### config.mk
export PLATFORM = sky130hd
export DESIGN_NAME = adder_op_sequencer_flat
export DESIGN_NICKNAME = d
export VERILOG_FILES = /design/src/rtl/adder_op_sequencer_if.sv /design/src/rtl/adder_op_sequencer.sv /design/src/flat_wrapper.sv
export SDC_FILE = /design/constraint.sdc
export NUM_CORES = 1
export LEC_CHECK = 0
export ABC_AREA = 0
export ABC_CLOCK_PERIOD_IN_PS = 1650
export CAP_MARGIN = 0
export CORE_ASPECT_RATIO = 1.1
export CORE_MARGIN = 1
export CORE_UTILIZATION = 50
export CTS_CLUSTER_SIZE = 30
export DETAILED_ROUTE_END_ITERATION = 6
export PLACE_DENSITY = 0.77
export RECOVER_POWER = 25
export SYNTH_ARGS = -nofsm -noshare
export SYNTH_HDL_FRONTEND = slang
export SYNTH_SLANG_ARGS = --single-unit
export TNS_END_PERCENT = 5
### constraint.sdc
create_clock -name clk -period 1.65 [get_ports clk]
set_input_delay 0.165 -clock clk [delete_from_list [all_inputs] [get_ports clk]]
set_output_delay 0.165 -clock clk [all_outputs]
set_load 0.05 [all_outputs]
### src/rtl/adder_op_sequencer_if.sv
// Bundles the button/switch inputs and the display-facing results of the
// add/sub operand sequencer. The bench drives through master; the block uses slave.
interface adder_op_sequencer_if;
    logic       btn_next;
    logic       btn_clear;
    logic       sub;
    logic [3:0] sw;
    logic [3:0] ip1;
    logic [3:0] ip2;
    logic [3:0] sum;
    logic       carry_out;
    logic       overflow;
    logic       valid;
    logic [1:0] state;

    modport master (
        output btn_next, btn_clear, sub, sw,
        input  ip1, ip2, sum, carry_out, overflow, valid, state
    );

    modport slave (
        input  btn_next, btn_clear, sub, sw,
        output ip1, ip2, sum, carry_out, overflow, valid, state
    );
endinterface

### src/rtl/adder_op_sequencer.sv
// Operand entry sequencer for the 4-bit signed add/subtract lab datapath.
// Each push-button is synchronised, debounced and turned into a one-cycle
// press pulse. Operand A and then operand B are latched from the switches,
// one registered add/sub is performed, and the result is held for display.
module adder_op_sequencer #(
    parameter int unsigned DEBOUNCE_CYCLES = 1000000
) (
    input logic                  clk,
    input logic                  rst_n,
    adder_op_sequencer_if.slave  bus
);

    typedef enum logic [1:0] {
        S_A    = 2'd0,
        S_B    = 2'd1,
        S_CALC = 2'd2,
        S_SHOW = 2'd3
    } state_t;

    localparam logic [23:0] DB_LAST = 24'(DEBOUNCE_CYCLES - 1);

    // Index 0 is the "next" button, index 1 the "clear" button.
    logic [1:0]  raw_btn;
    logic [1:0]  sync1_q;
    logic [1:0]  sync2_q;
    logic [1:0]  stable_q;
    logic [1:0]  stable_dly_q;
    logic [1:0]  press_q;
    logic [23:0] cnt_q [2];

    logic        next_press;
    logic        clear_press;

    state_t      state_q, state_d;
    logic [3:0]  ip1_q, ip1_d;
    logic [3:0]  ip2_q, ip2_d;
    logic [3:0]  sum_q, sum_d;
    logic        carry_q, carry_d;
    logic        ovf_q, ovf_d;
    logic        valid_q, valid_d;
    logic [5:0]  calc_res;

    // Returns {overflow, carry_out, sum[3:0]}. Subtraction is A + ~B + 1 in
    // 5-bit unsigned arithmetic; overflow compares signs against the
    // effective B operand actually fed to the adder.
    function automatic logic [5:0] add_sub(input logic [3:0] a,
                                           input logic [3:0] b,
                                           input logic       sub_op);
        logic [3:0] b_eff;
        logic [4:0] r;
        b_eff = sub_op ? ~b : b;
        r     = {1'b0, a} + {1'b0, b_eff} + {4'b0000, sub_op};
        return {(a[3] == b_eff[3]) && (r[3] != a[3]), r};
    endfunction

    assign raw_btn     = {bus.btn_clear, bus.btn_next};
    assign next_press  = press_q[0];
    assign clear_press = press_q[1];
    assign calc_res    = add_sub(ip1_q, ip2_q, bus.sub);

    // Synchronise, debounce and edge-detect both buttons.
    always_ff @(posedge clk or negedge rst_n) begin
        if (!rst_n) begin
            sync1_q      <= '0;
            sync2_q      <= '0;
            stable_q     <= '0;
            stable_dly_q <= '0;
            press_q      <= '0;
            for (int i = 0; i < 2; i++) begin
                cnt_q[i] <= '0;
            end
        end else begin
            sync1_q      <= raw_btn;
            sync2_q      <= sync1_q;
            stable_dly_q <= stable_q;
            // Only a press (0->1 of the accepted level) makes a pulse.
            press_q      <= stable_q & ~stable_dly_q;
            for (int i = 0; i < 2; i++) begin
                if (sync2_q[i] == stable_q[i]) begin
                    cnt_q[i] <= '0;
                end else if (cnt_q[i] == DB_LAST) begin
                    stable_q[i] <= sync2_q[i];
                    cnt_q[i]    <= '0;
                end else begin
                    cnt_q[i] <= cnt_q[i] + 24'd1;
                end
            end
        end
    end

    // FSM state and datapath registers.
    always_ff @(posedge clk or negedge rst_n) begin
        if (!rst_n) begin
            state_q <= S_A;
            ip1_q   <= '0;
            ip2_q   <= '0;
            sum_q   <= '0;
            carry_q <= 1'b0;
            ovf_q   <= 1'b0;
            valid_q <= 1'b0;
        end else begin
            state_q <= state_d;
            ip1_q   <= ip1_d;
            ip2_q   <= ip2_d;
            sum_q   <= sum_d;
            carry_q <= carry_d;
            ovf_q   <= ovf_d;
            valid_q <= valid_d;
        end
    end

    // Next-state and register updates; clear beats next in every state.
    always_comb begin
        state_d = state_q;
        ip1_d   = ip1_q;
        ip2_d   = ip2_q;
        sum_d   = sum_q;
        carry_d = carry_q;
        ovf_d   = ovf_q;
        valid_d = valid_q;

        if (clear_press) begin
            state_d = S_A;
            ip1_d   = '0;
            ip2_d   = '0;
            sum_d   = '0;
            carry_d = 1'b0;
            ovf_d   = 1'b0;
            valid_d = 1'b0;
        end else begin
            case (state_q)
                S_A: begin
                    if (next_press) begin
                        ip1_d   = bus.sw;
                        state_d = S_B;
                    end
                end
                S_B: begin
                    if (next_press) begin
                        ip2_d   = bus.sw;
                        state_d = S_CALC;
                    end
                end
                S_CALC: begin
                    sum_d   = calc_res[3:0];
                    carry_d = calc_res[4];
                    ovf_d   = calc_res[5];
                    valid_d = 1'b1;
                    state_d = S_SHOW;
                end
                S_SHOW: begin
                    // Results stay on display; only valid drops on advance.
                    if (next_press) begin
                        valid_d = 1'b0;
                        state_d = S_A;
                    end
                end
                default: state_d = S_A;
            endcase
        end
    end

    assign bus.ip1       = ip1_q;
    assign bus.ip2       = ip2_q;
    assign bus.sum       = sum_q;
    assign bus.carry_out = carry_q;
    assign bus.overflow  = ovf_q;
    assign bus.valid     = valid_q;
    assign bus.state     = state_q;

endmodule

### src/flat_wrapper.sv
// flat-port wrapper written by rule: the top's interface ports become plain ports
module adder_op_sequencer_flat 
#(
    parameter int unsigned DEBOUNCE_CYCLES = 1000000
)
  (clk, rst_n, bus_btn_next, bus_btn_clear, bus_sub, bus_sw, bus_ip1, bus_ip2, bus_sum, bus_carry_out, bus_overflow, bus_valid, bus_state);
  adder_op_sequencer_if bus_i ();
  input logic clk;
  input logic rst_n;
  input wire logic [$bits(bus_i.btn_next)-1:0] bus_btn_next;
  input wire logic [$bits(bus_i.btn_clear)-1:0] bus_btn_clear;
  input wire logic [$bits(bus_i.sub)-1:0] bus_sub;
  input wire logic [$bits(bus_i.sw)-1:0] bus_sw;
  output wire logic [$bits(bus_i.ip1)-1:0] bus_ip1;
  output wire logic [$bits(bus_i.ip2)-1:0] bus_ip2;
  output wire logic [$bits(bus_i.sum)-1:0] bus_sum;
  output wire logic [$bits(bus_i.carry_out)-1:0] bus_carry_out;
  output wire logic [$bits(bus_i.overflow)-1:0] bus_overflow;
  output wire logic [$bits(bus_i.valid)-1:0] bus_valid;
  output wire logic [$bits(bus_i.state)-1:0] bus_state;
  assign bus_i.btn_next = bus_btn_next;
  assign bus_i.btn_clear = bus_btn_clear;
  assign bus_i.sub = bus_sub;
  assign bus_i.sw = bus_sw;
  assign bus_ip1 = bus_i.ip1;
  assign bus_ip2 = bus_i.ip2;
  assign bus_sum = bus_i.sum;
  assign bus_carry_out = bus_i.carry_out;
  assign bus_overflow = bus_i.overflow;
  assign bus_valid = bus_i.valid;
  assign bus_state = bus_i.state;
  adder_op_sequencer #(.DEBOUNCE_CYCLES(DEBOUNCE_CYCLES)) u_core (.clk(clk), .rst_n(rst_n), .bus(bus_i));
endmodule
# == Yosys cells after proc, flatten, opt, wreduce, memory -nomap -nowiden ==
# Cells that the tools add are included.
# word_totals
register_bits,75
input_bits,9
# op_classes
addsub,4
eq_ne,12
n_mux,24
bitwise_logic,5
reduce_logical,13
# op_table
op,count
2-to-1 mux 24 bit,4
adder 24 x 1 -> 24 bit (second input constant),2
equality test 24 x 20 -> 1 bit (second input constant),2
2-to-1 mux 4 bit,8
AND reduction 2 bit,5
!= test 3 x 1 -> 1 bit (second input constant),3
2-to-1 mux 2 bit,4
one-hot mux 2 bit (4 select lines),1
nonzero test 2 bit,4
2-to-1 mux 1 bit,6
adder 4 x 4 -> 5 bit,1
adder 5 x 1 -> 5 bit,1
equality test 2 bit (second input constant),2
NOT 4 bit,1
equality test 1 bit,3
AND reduction 3 bit,1
nonzero test 3 bit,1
bitwise AND 2 bit,1
equality test 2 x 1 -> 1 bit (second input constant),1
zero test 2 bit,1
NOT 1 bit,2
NOT 2 bit,1
one-hot mux 1 bit (2 select lines),1
logical AND 1 bit,1
!= test 1 bit,1

# == Logic depth before layout (Yosys ltp) ==
# Gate-level depths: netlist of the first run.
# logic_depth
depth_word,8
depth_mapped,6

# == Worst setup path after synthesis of the first run ==
# No wires, ideal clock.
# synth_timing
path_kind,register -> register
from,register u_core.ip2_q[1] (netlist: u_core.bus.ip2[1])
to,register u_core.carry_q (netlist: u_core.bus.carry_out)
setup_ns,0.099
arrival_ns,1.748
required_ns,1.551
setup_slack_ns,-0.197
stages_incl_launch_ff,7
path_buffers,0
period_less_slack_ns,1.847
cell_sequence,dfrtp_1 -> xor2_1 -> inv_1 -> fa_1 -> nor2b_1 -> o21ai_0 -> a311oi_1
# synth_between
elab_chain_len,6
# synth_rtl
element,line_no,text
start: declaration,adder_op_sequencer.sv:36,"logic [3:0] ip2_q, ip2_d;"
start signal: assignment,adder_op_sequencer.sv:104,ip2_q <= ip2_d;
NOT 4 bit,adder_op_sequencer.sv:51,b_eff = sub_op ? ~b : b;
2-to-1 mux 4 bit *,adder_op_sequencer.sv:51,
adder 4 x 4 -> 5 bit *,adder_op_sequencer.sv:52,"r = {1'b0, a} + {1'b0, b_eff} + {4'b0000, sub_op};"
adder 5 x 1 -> 5 bit *,adder_op_sequencer.sv:52,
2-to-1 mux 1 bit *,adder_op_sequencer.sv:131,case (state_q)
2-to-1 mux 1 bit *,adder_op_sequencer.sv:122,if (clear_press) begin
end signal: assignment,adder_op_sequencer.sv:106,carry_q <= carry_d;
end: declaration,adder_op_sequencer.sv:38,"logic carry_q, carry_d;"
# Every way passes the cells marked *; elsewhere a longest branch is shown, timed or not. The select of a mux whose other input is x is not followed.
# A chain may end at the register's enable or synchronous reset.

# == Worst setup path in the final report of the first run ==
# layout_timing
from,register u_core.cnt_q[9] (netlist name)
to,register u_core.stable_q[1]
# layout_between
elab_chain_len,2
# layout_rtl
element,line_no,text
start: declaration,adder_op_sequencer.sv:29,logic [23:0] cnt_q [2];
start signal: indexed assignment,adder_op_sequencer.sv:85,cnt_q[i] <= cnt_q[i] + 24'd1;
equality test 24 x 20 -> 1 bit,adder_op_sequencer.sv:81,end else if (cnt_q[i] == DB_LAST) begin
AND reduction 2 bit (no source line),-,
end signal: indexed assignment,adder_op_sequencer.sv:82,stable_q[i] <= sync2_q[i];
end: declaration,adder_op_sequencer.sv:26,logic [1:0] stable_q;
# No other way between the ends.

==> results.sh, run 1 <==
export IMPL_drt_first_pass_iters=4
export IMPL_coreArea_sq_um=7127
export IMPL_std_cell_rows=32
export IMPL_fin_ws_ns=-0.1064
export IMPL_synth_ff_type="dfrtp_1"
export IMPL_cellLeakagePower_nw=2.123
export IMPL_setup_violations=24
export IMPL_drv_cap=0
export IMPL_max_slew_margin_rel_pct=42.87
export IMPL_startpoint_type="flop"
export IMPL_wl_mm=8.403
export IMPL_cts_tree="done"
export IMPL_path_cells="nor4b_2 > nand3_1 > nor4_2 > mux2_2"
export IMPL_crit_type="reg -> reg"
export IMPL_netlist_top_cells_count="75 x dfrtp_1, 35 x nor2_1, 32 x a21oi_1"
export IMPL_stdcell_area_sq_um=4777
export IMPL_syn_avg_cell_area_sq_um=9.960
export IMPL_place_area_sq_um=4410
export IMPL_ys_ff_latch=75
export IMPL_ant_nets=0
export IMPL_start_util_pct=52.41
export IMPL_reg2reg_setup_slack_ns=-0.11
export IMPL_critPathMaxFanout=6
export IMPL_io_pins=26
export IMPL_fin_nets=472
export IMPL_die_y_um=92.65
export IMPL_syn_inst=375
export IMPL_cts_htree_levels=3
export IMPL_ir_worst_vdd_mv=0.6990
export IMPL_async_reset_ff_share_pct=100.0
export IMPL_grt_ovfl_total=0
export IMPL_finalCritPeriodShare_pct=106.5
export IMPL_cts_root_buf="clkbuf_8"
export IMPL_powerDensity_nw_per_um2=726.4
export IMPL_antenna_cells=0
export IMPL_num_vias=3076
export IMPL_ys_types=41
export IMPL_synth_edff_count=0
export IMPL_synth_top_cell_by_area="dfrtp_1"
export IMPL_syn_area_sq_um=3735
export IMPL_grt_util_all_layers_pct=22.78
export IMPL_cp_required_ns=1.89
export IMPL_synth_most_common_cell="dfrtp_1"
export IMPL_grt_pass1_vias=3223
export IMPL_remaining_drc_errors=0
export IMPL_finalClockSkew_ns=0.01974
export IMPL_first_iter_violations=109
export IMPL_cts_made_buffers=9
export IMPL_yosysWarningCount=0
export IMPL_syn2layout_area_growth_pct=27.91
export IMPL_cp_slowest_cell="dfrtp_1"
export IMPL_syn_nets=394
export IMPL_grt_max_degree=34
export IMPL_hold_path_class="reg -> reg"
export IMPL_drv_slew=0
export IMPL_failed_checks="negative setup slack"
export IMPL_max_freq_ghz=0.5693
export IMPL_hold_viol_final=0
export IMPL_antenna_found_initial=0
export IMPL_rsz0062_at_grt="yes"
export IMPL_setup_tns_ns=-2.033
export IMPL_clk_pin_slew_ns=0.08
export IMPL_synth_area_top_cells="dfrtp_1 50%, xor2_1 5.2%, a21oi_1 4.3%"
export IMPL_die_area_sq_um=7820
export IMPL_synth_top_area_share_pct=50.25
export IMPL_via_per_inst=5.665
export IMPL_cts_sinks=75
export IMPL_min_period_ns=1.756
export IMPL_max_stage_delay_ns=0.46
export IMPL_routabilityCongestion=0.8299
export IMPL_routedWlPerCell_um=15.48
export IMPL_insertion_delay_ns=0.35
export IMPL_end_kind="flop"
export IMPL_clockBufferDepth=2
export IMPL_fp_dieW_um=84.41
export IMPL_worst_ep_arrival_time_ns=1.99
export IMPL_grt_pass1_wl_mm=14.19
export IMPL_status="finished, violations left"
export IMPL_numPortBuffers=25
export IMPL_ys_seq_area_share_pct=50.25
export IMPL_drive_gt1_share_pct=27.29
export IMPL_worst_pin_slew_ns=0.8570
export IMPL_dp_hpwl_mm=5.687
[logic make-up (layout without fill, tap and decap cells)]
kind of cell / Yosys count / count (layout) / synth area share [%]
AOI/OAI and AO/OA: 64 / 64 / 10.18
xor gates and xnor gates: 32 / 32 / 7.504
adders and majority gates: 10 / 10 / 3.551
buffers and inverters: 28 / 111 / 3.585
DFF: 75 / 75 / 50.25
muxes: 5 / 5 / 1.407
and+or+nand+nor: 161 / 161 / 23.52
[placed cells by master, fill, tap and decap left out, drive strengths merged, types with 3 or more instances in the layout]
| cell type | synthesis | routed |
|---|---|---|
| nor4 | 5 | 5 |
| nand2 | 27 | 27 |
| a21oi | 33 | 33 |
| nor2b | 4 | 4 |
| and4 | 4 | 4 |
| mux2i | 3 | 3 |
| or3 | 11 | 11 |
| xnor2 | 10 | 10 |
| nor3 | 3 | 3 |
| and2 | 7 | 7 |
| nand3 | 26 | 26 |
| o21ai | 15 | 15 |
| o31ai | 12 | 12 |
| dlygate4sd3 | 0 | 3 |
| buf | 10 | 71 |
| ha | 9 | 9 |
| nand4 | 16 | 16 |
| clkdlybuf4s50 | 0 | 5 |
| clkinv | 0 | 3 |
| and3 | 7 | 7 |
| or4 | 11 | 11 |
| inv | 11 | 12 |
| nor2 | 35 | 35 |
| xor2 | 22 | 22 |
| dfrtp | 75 | 75 |
| clkbuf | 7 | 13 |
[state kept, by name (all words and copies together), names as in the netlist]
signal	flops
u_core.bus.state	2
u_core.cnt_q	48
u_core.bus.ip2	4
u_core.sync1_q	2
u_core.stable_dly_q	2
u_core.bus.sum	4
u_core.press_q	2
u_core.bus.ip1	4
u_core.bus.carry_out	1
u_core.stable_q	2
u_core.bus.overflow	1
u_core.sync2_q	2
u_core.bus.valid	1
[metrics by stage]
stage | hold WS, ns | setup WS, ns | util, % | cells | power [mW]
6_report | 0.3518 | -0.1064 | 67.03 | 543 | 3.470
2_1_floorplan | -0.1306 | -0.02283 | - | 375 | 1.964
3_3_place_gp | 0.1348 | -0.2240 | 61.89 | 522 | 2.068
4_1_cts | 0.2476 | -0.08205 | 65.03 | 539 | 3.482
5_1_grt | 0.3589 | -0.1720 | 67.03 | 543 | 3.598
3_5_place_dp | 0.1396 | -0.3479 | 61.89 | 522 | 2.074
[worst max-delay path: cells and delay by family (launching register included)]
family	cells	cell delay, ns
muxes	1	0.37
and+or+nand+nor	3	0.81
DFF	1	0.46
[cell type report]
| type | instances | area (sq um) |
|---|---|---|
| timing repair buffer | 84 | 721.9 |
| multi-input combinational | 272 | 1829 |
| fill | 539 | 2350 |
| tap | 85 | 106.4 |
| sequential | 75 | 1886 |
| clock inverter | 6 | 65.06 |
| clock buffer | 10 | 127.6 |
| inverter | 11 | 41.29 |
[final timing paths]
check                                             from                              to  depth (start not counted)
min in group asynchronous                        rst_n      u_core.cnt_q[18]$_DFF_PN0_                          2
max reg2reg                  u_core.cnt_q[9]$_DFF_PN0_  u_core.stable_q[1]$_DFFE_PN0P_                          4
min                        u_core.sync1_q[0]$_DFF_PN0_     u_core.sync2_q[0]$_DFF_PN0_                          0
max in group asynchronous                        rst_n      u_core.cnt_q[35]$_DFF_PN0_                          3
min reg2reg                u_core.sync1_q[0]$_DFF_PN0_     u_core.sync2_q[0]$_DFF_PN0_                          0
max                          u_core.cnt_q[9]$_DFF_PN0_  u_core.stable_q[1]$_DFFE_PN0P_                          4
[metal layers]
layer	global-route usage, %	vias to the layer above	routed length, um
met5	0	-	0
met4	8.192	0	167
met3	4.991	19	213
met2	40.78	42	4356
met1	27.03	1527	3666
li1	-	1488	-
[report_power, final]
group          switching [mW]  internal [mW]  leakage [nW]
combinational           0.109         0.0899          1.06
clock                   0.707          0.702        0.0966
sequential            0.00872           1.85         0.971
total                   0.825           2.65          2.12
[timing repair]
action                                  4_1_cts  5_1_grt
pin swaps                                     4       10
gates resized for setup                       8       20
hold endpoints to repair                     31        0
hold buffers                                  1        0
buffers inserted                              0        2
cloned                                        0        2
endpoints found under the setup margin       37       52
(Power assumes the default switching activity.)
==> run 2, diff against run 1 <==
MAX_ROUTING_LAYER = met4   (was unset)
==> results.sh, run 2 (same netlist as run 1, synthesis figures left out) <==
export IMPL_status="finished, violations left"
export IMPL_failed_checks="negative setup slack"
export IMPL_gr_usage_met3_pct=4.991
export IMPL_swShare_pct=23.81
export IMPL_fin_nets=472
export IMPL_grt_ovfl_total=0
export IMPL_final_common_cell="dfrtp_1"
export IMPL_critPathMaxFanout=9
export IMPL_remaining_drc_errors=0
export IMPL_start_util_pct=52.41
export IMPL_syn2layout_area_growth_pct=27.91
export IMPL_grt_pass1_wl_mm=14.19
export IMPL_min_period_ns=1.754
export IMPL_end_kind="flop"
export IMPL_rsz0062_at_grt="yes"
export IMPL_drive_gt1_share_pct=27.29
export IMPL_num_vias=3098
export IMPL_dp_slack_ns=-0.3479
export IMPL_met2_usage_pct=40.78
export IMPL_instances_no_fill=543
export IMPL_via_per_inst=5.705
export IMPL_startpoint_type="flop"
export IMPL_holdWs_ns=0.3519
export IMPL_ir_worst_vdd_mv=0.6993
export IMPL_powerDensity_nw_per_um2=726.7
export IMPL_first_iter_violations=110
export IMPL_crit_type="reg -> reg"
export IMPL_p_sw_uw=826.4
export IMPL_cp_required_ns=1.89
export IMPL_stdcell_area_sq_um=4777
export IMPL_std_cell_rows=32
export IMPL_grt_max_degree=34
export IMPL_die_y_um=92.65
export IMPL_worst_pin_slew_ns=0.8585
export IMPL_place_area_sq_um=4410
export IMPL_cts_made_buffers=9
export IMPL_routabilityCongestion=0.8426
export IMPL_drv_cap=0
export IMPL_insertion_delay_ns=0.36
export IMPL_io_pins=26
export IMPL_die_area_sq_um=7820
export IMPL_largest_register_ffs=48
export IMPL_dp_hpwl_mm=5.687
export IMPL_cts_root_buf="clkbuf_8"
export IMPL_numPortBuffers=25
export IMPL_max_freq_ghz=0.5700
export IMPL_drt_first_pass_iters=4
export IMPL_mostFrequentLayoutCells="68 x dfrtp_1, 66 x buf_4, 33 x nor2_1"
export IMPL_drv_slew=0
export IMPL_finalCritPeriodShare_pct=106.3
export IMPL_regMostFlops="u_core.cnt_q"
export IMPL_max_slew_margin_rel_pct=42.77
export IMPL_grt_busiest_layer="met2"
export IMPL_cts_htree_levels=3
export IMPL_worst_ep_arrival_time_ns=1.99
export IMPL_p_comb_share_pct=5.8
export IMPL_fp_dieW_um=84.41
export IMPL_coreArea_sq_um=7127
export IMPL_cellLeakagePower_nw=2.123
export IMPL_grt_util_all_layers_pct=23.46
export IMPL_antenna_cells=0
export IMPL_routedWlPerCell_um=15.46
export IMPL_clk_pin_slew_ns=0.08
export IMPL_cts_sinks=75
export IMPL_grt_met1_usage_pct=27.09
export IMPL_setup_violations=24
export IMPL_cts_tree="done"
export IMPL_wl_mm=8.395
export IMPL_clockBufferDepth=2
export IMPL_grt_pass1_vias=3229
export IMPL_fin_ws_ns=-0.1044
export IMPL_antenna_found_initial=0
export IMPL_hold_path_class="reg -> reg"
export IMPL_hold_viol_final=0
export IMPL_internal_power_mw=2.645
export IMPL_ant_nets=0
export IMPL_placedCellCount=522
export IMPL_pwr_share_seq_pct=53.6
export IMPL_clkPwrFrac_pct=40.6
export IMPL_finalClockSkew_ns=0.01986
run 2: cell counts in the layout (fill, tap and decap cells not counted):
No cell type changed its count.
run 2: cell type report:
cell class	instances	area [sq um]
Multi-Input combinational cell	272	1829
Inverter	11	41.29
Sequential cell	75	1886
Tap cell	85	106.4
Clock buffer	10	127.6
Clock inverter	6	65.06
Timing Repair Buffer	84	721.9
Fill cell	539	2350
run 2: repair_timing:
action	4_1_cts	5_1_grt
hold buffers	1	0
setup endpoints to repair	37	52
resized for setup	8	20
pin swaps	4	10
cloned	0	2
hold endpoints to repair	31	0
buffers inserted	0	2
run 2: power groups by stage:
stage | clock [mW] | combinational, mW | sequential, mW
finish | 1.41 | 0.200 | 1.86
global route | 1.51 | 0.220 | 1.86
CTS | 1.44 | 0.181 | 1.86
detailed placement | 0 | 0.176 | 1.90
global placement | 0 | 0.171 | 1.90
floorplan | 0 | 0.0638 | 1.90
run 2: path summary, 6_finish.rpt:
check | slack, ns | to | depth (start not counted) | start
max in group asynchronous | 0.43 | u_core.cnt_q[35]$_DFF_PN0_ | 3 | rst_n
max | -0.10 | u_core.cnt_q[17]$_DFF_PN0_ | 6 | u_core.cnt_q[12]$_DFF_PN0_
min | 0.35 | u_core.sync2_q[0]$_DFF_PN0_ | 0 | u_core.sync1_q[0]$_DFF_PN0_
min in group asynchronous | 0.45 | u_core.cnt_q[18]$_DFF_PN0_ | 2 | rst_n
min reg2reg | 0.35 | u_core.sync2_q[0]$_DFF_PN0_ | 0 | u_core.sync1_q[0]$_DFF_PN0_
max reg2reg | -0.10 | u_core.cnt_q[17]$_DFF_PN0_ | 6 | u_core.cnt_q[12]$_DFF_PN0_
run 2: per-stage QoR:
| step | util (%) | total power [mW] | TNS (ns) |
|---|---|---|---|
| after floorplan | - | 1.964 | -0.3987 |
| after global placement | 61.89 | 2.068 | -1.635 |
| after detailed placement | 61.89 | 2.074 | -2.568 |
| after CTS | 65.03 | 3.482 | -1.540 |
| after global routing | 67.03 | 3.598 | -5.190 |
| final | 67.03 | 3.471 | -2.047 |
run 2: routing by layer:
metal | share of wire (%) | vias up
met3 | 2.3 | 22
li1 | - | 1489
met4 | 2.0 | 0
met5 | 0 | -
met1 | 44 | 1547
met2 | 52 | 40
run 2: critical path, cell delays in order (launching register included):
cell	delay [ns]
dfrtp_1	0.40
nor4_2	0.28
nand3b_1	0.20
o41ai_4	0.39
buf_6	0.18
clkbuf_16	0.16
a21oi_1	0.04
==> run 3, diff against run 2 <==
GPL_TIMING_DRIVEN = 0   (was unset)
==> results.sh, run 3 (same netlist as run 1, synthesis figures left out) <==
export IMPL_ir_worst_vdd_mv=0.5535
export IMPL_cts_tree="done"
export IMPL_syn2layout_area_growth_pct=26.03
export IMPL_max_stage_delay_ns=0.42
export IMPL_final_common_cell="dfrtp_1"
export IMPL_hold_viol_final=0
export IMPL_min_period_ns=1.779
export IMPL_cts_root_buf="clkbuf_8"
export IMPL_routabilityCongestion=0.8138
export IMPL_critPathMaxFanout=5
export IMPL_grt_util_all_layers_pct=22.63
export IMPL_end_kind="flop"
export IMPL_worst_ep_arrival_time_ns=2.00
export IMPL_place_area_sq_um=4126
export IMPL_cts_htree_levels=3
export IMPL_swShare_pct=22.03
export IMPL_routedWlPerCell_um=15.75
export IMPL_placedCellCount=486
export IMPL_hold_path_class="reg -> reg"
export IMPL_rsz0062_at_grt="yes"
export IMPL_cellLeakagePower_nw=2.021
export IMPL_largest_register_ffs=48
export IMPL_cp_slowest_cell="dfrtp_1"
export IMPL_remaining_drc_errors=0
export IMPL_mostFrequentLayoutCells="64 x dfrtp_1, 33 x nor2_1, 29 x a21oi_1"
export IMPL_worst_pin_slew_ns=0.7506
export IMPL_max_freq_ghz=0.5622
export IMPL_grt_pass1_wl_mm=13.47
export IMPL_cts_made_buffers=9
export IMPL_failed_checks="negative setup slack"
export IMPL_drt_first_pass_iters=4
export IMPL_clockBufferDepth=2
export IMPL_path_buf_inv=2
export IMPL_p_sw_uw=830.0
export IMPL_status="finished, violations left"
export IMPL_cpLargestDelayFamily="simple AND/OR/NAND/NOR gates"
export IMPL_insertion_delay_ns=0.35
export IMPL_internal_power_mw=2.938
export IMPL_std_cell_rows=32
export IMPL_p_comb_share_pct=4.9
export IMPL_numPortBuffers=25
export IMPL_clk_pin_slew_ns=0.08
export IMPL_pwr_share_seq_pct=49.6
export IMPL_via_per_inst=5.759
export IMPL_first_iter_violations=188
export IMPL_fp_dieW_um=84.41
export IMPL_stdcell_area_sq_um=4707
export IMPL_crit_top_cell="buf_6"
export IMPL_num_vias=2989
export IMPL_coreArea_sq_um=7127
export IMPL_cp_required_ns=1.87
export IMPL_dp_hpwl_mm=5.200
export IMPL_setup_tns_ns=-2.574
export IMPL_drv_slew=0
export IMPL_path_cells="nor4b_2 > nand3_1 > o41ai_4 > buf_6 > buf_6 > a21oi_1"
export IMPL_wl_mm=8.172
export IMPL_drv_cap=0
export IMPL_crit_type="reg -> reg"
export IMPL_ant_nets=0
export IMPL_drive_gt1_share_pct=20.55
export IMPL_grt_max_degree=48
export IMPL_die_area_sq_um=7820
export IMPL_grt_ovfl_total=0
export IMPL_nFillCells=541
export IMPL_instances_no_fill=519
export IMPL_grt_pass1_vias=2947
export IMPL_final_util_pct=66.05
export IMPL_dp_slack_ns=-0.3634
export IMPL_start_util_pct=52.41
export IMPL_fin_nets=447
export IMPL_startpoint_type="flop"
export IMPL_power_mw=3.768
export IMPL_powerDensity_nw_per_um2=800.6
export IMPL_regMostFlops="u_core.cnt_q"
export IMPL_holdWs_ns=0.3541
export IMPL_io_pins=26
export IMPL_cts_sinks=75
export IMPL_max_slew_margin_rel_pct=49.96
export IMPL_fin_ws_ns=-0.1286
export IMPL_antenna_found_initial=0
export IMPL_die_y_um=92.65
export IMPL_setup_violations=29
export IMPL_clkPwrFrac_pct=45.5
export IMPL_finalCritPeriodShare_pct=107.8
export IMPL_finalClockSkew_ns=0.01391
run 3: changes by cell type in the layout (fill, tap and decap cells not counted), sizes merged:
| cell | change |
|---|---|
| inv | -1 |
| dlygate4sd2 | +15 |
| bufinv | +2 |
| buf | -45 |
| clkbuf | +4 |
| diode | +1 |
run 3: cell type report:
class,count,area (sq um),share of cell area (%)
diodes,1,2.502,0.05316
plain buffers,16,123.9,2.632
clock buffers,9,123.9,2.632
clock inverters,7,116.4,2.472
inverters,11,41.29,0.8772
multi-input cells,272,1896,40.27
flip-flops and latches,75,1891,40.16
well taps,85,106.4,2.259
repair buffers,43,406.6,8.639
run 3: power by group through the flow:
stage	clock network, mW	registers (mW)	logic, mW
2_1_floorplan	0	1.90	0.0638
3_3_place_gp	0	1.90	0.135
3_5_place_dp	0	1.90	0.146
4_1_cts	1.74	1.87	0.161
5_1_grt	1.81	1.87	0.208
6_report	1.71	1.87	0.186
run 3: metal layers:
metal | up-vias | GRT usage (%) | routed length [um]
met5 | - | - | 0
met4 | 0 | 12.01 | 188
met3 | 16 | 4.189 | 269
met2 | 62 | 35.86 | 4172
met1 | 1463 | 27.82 | 3541
li1 | 1448 | - | -
run 3: timing repair:
| action | in CTS | in global routing |
|---|---|---|
| gates resized for setup | 40 | 30 |
| setup buffers | 4 | 10 |
| endpoints found under the hold margin | 28 | 0 |
| pin swaps | 10 | 14 |
| setup endpoints to repair | 64 | 54 |
| hold buffers | 1 | 0 |
| gates cloned | 1 | 1 |
run 3: worst paths after layout:
check                           cells after the start                   startpoint  slack (ns)                             to
worst max-delay path                                6   u_core.cnt_q[11]$_DFF_PN0_       -0.13     u_core.cnt_q[22]$_DFF_PN0_
worst min-delay path                                0  u_core.sync1_q[1]$_DFF_PN0_        0.35    u_core.sync2_q[1]$_DFF_PN0_
worst max register to register                      6   u_core.cnt_q[11]$_DFF_PN0_       -0.13     u_core.cnt_q[22]$_DFF_PN0_
worst min register to register                      0  u_core.sync1_q[1]$_DFF_PN0_        0.35    u_core.sync2_q[1]$_DFF_PN0_
max in group asynchronous                           3                        rst_n        0.55  u_core.bus.ip1[1]$_DFFE_PN0P_
min in group asynchronous                           2                        rst_n        0.41     u_core.cnt_q[13]$_DFF_PN0_
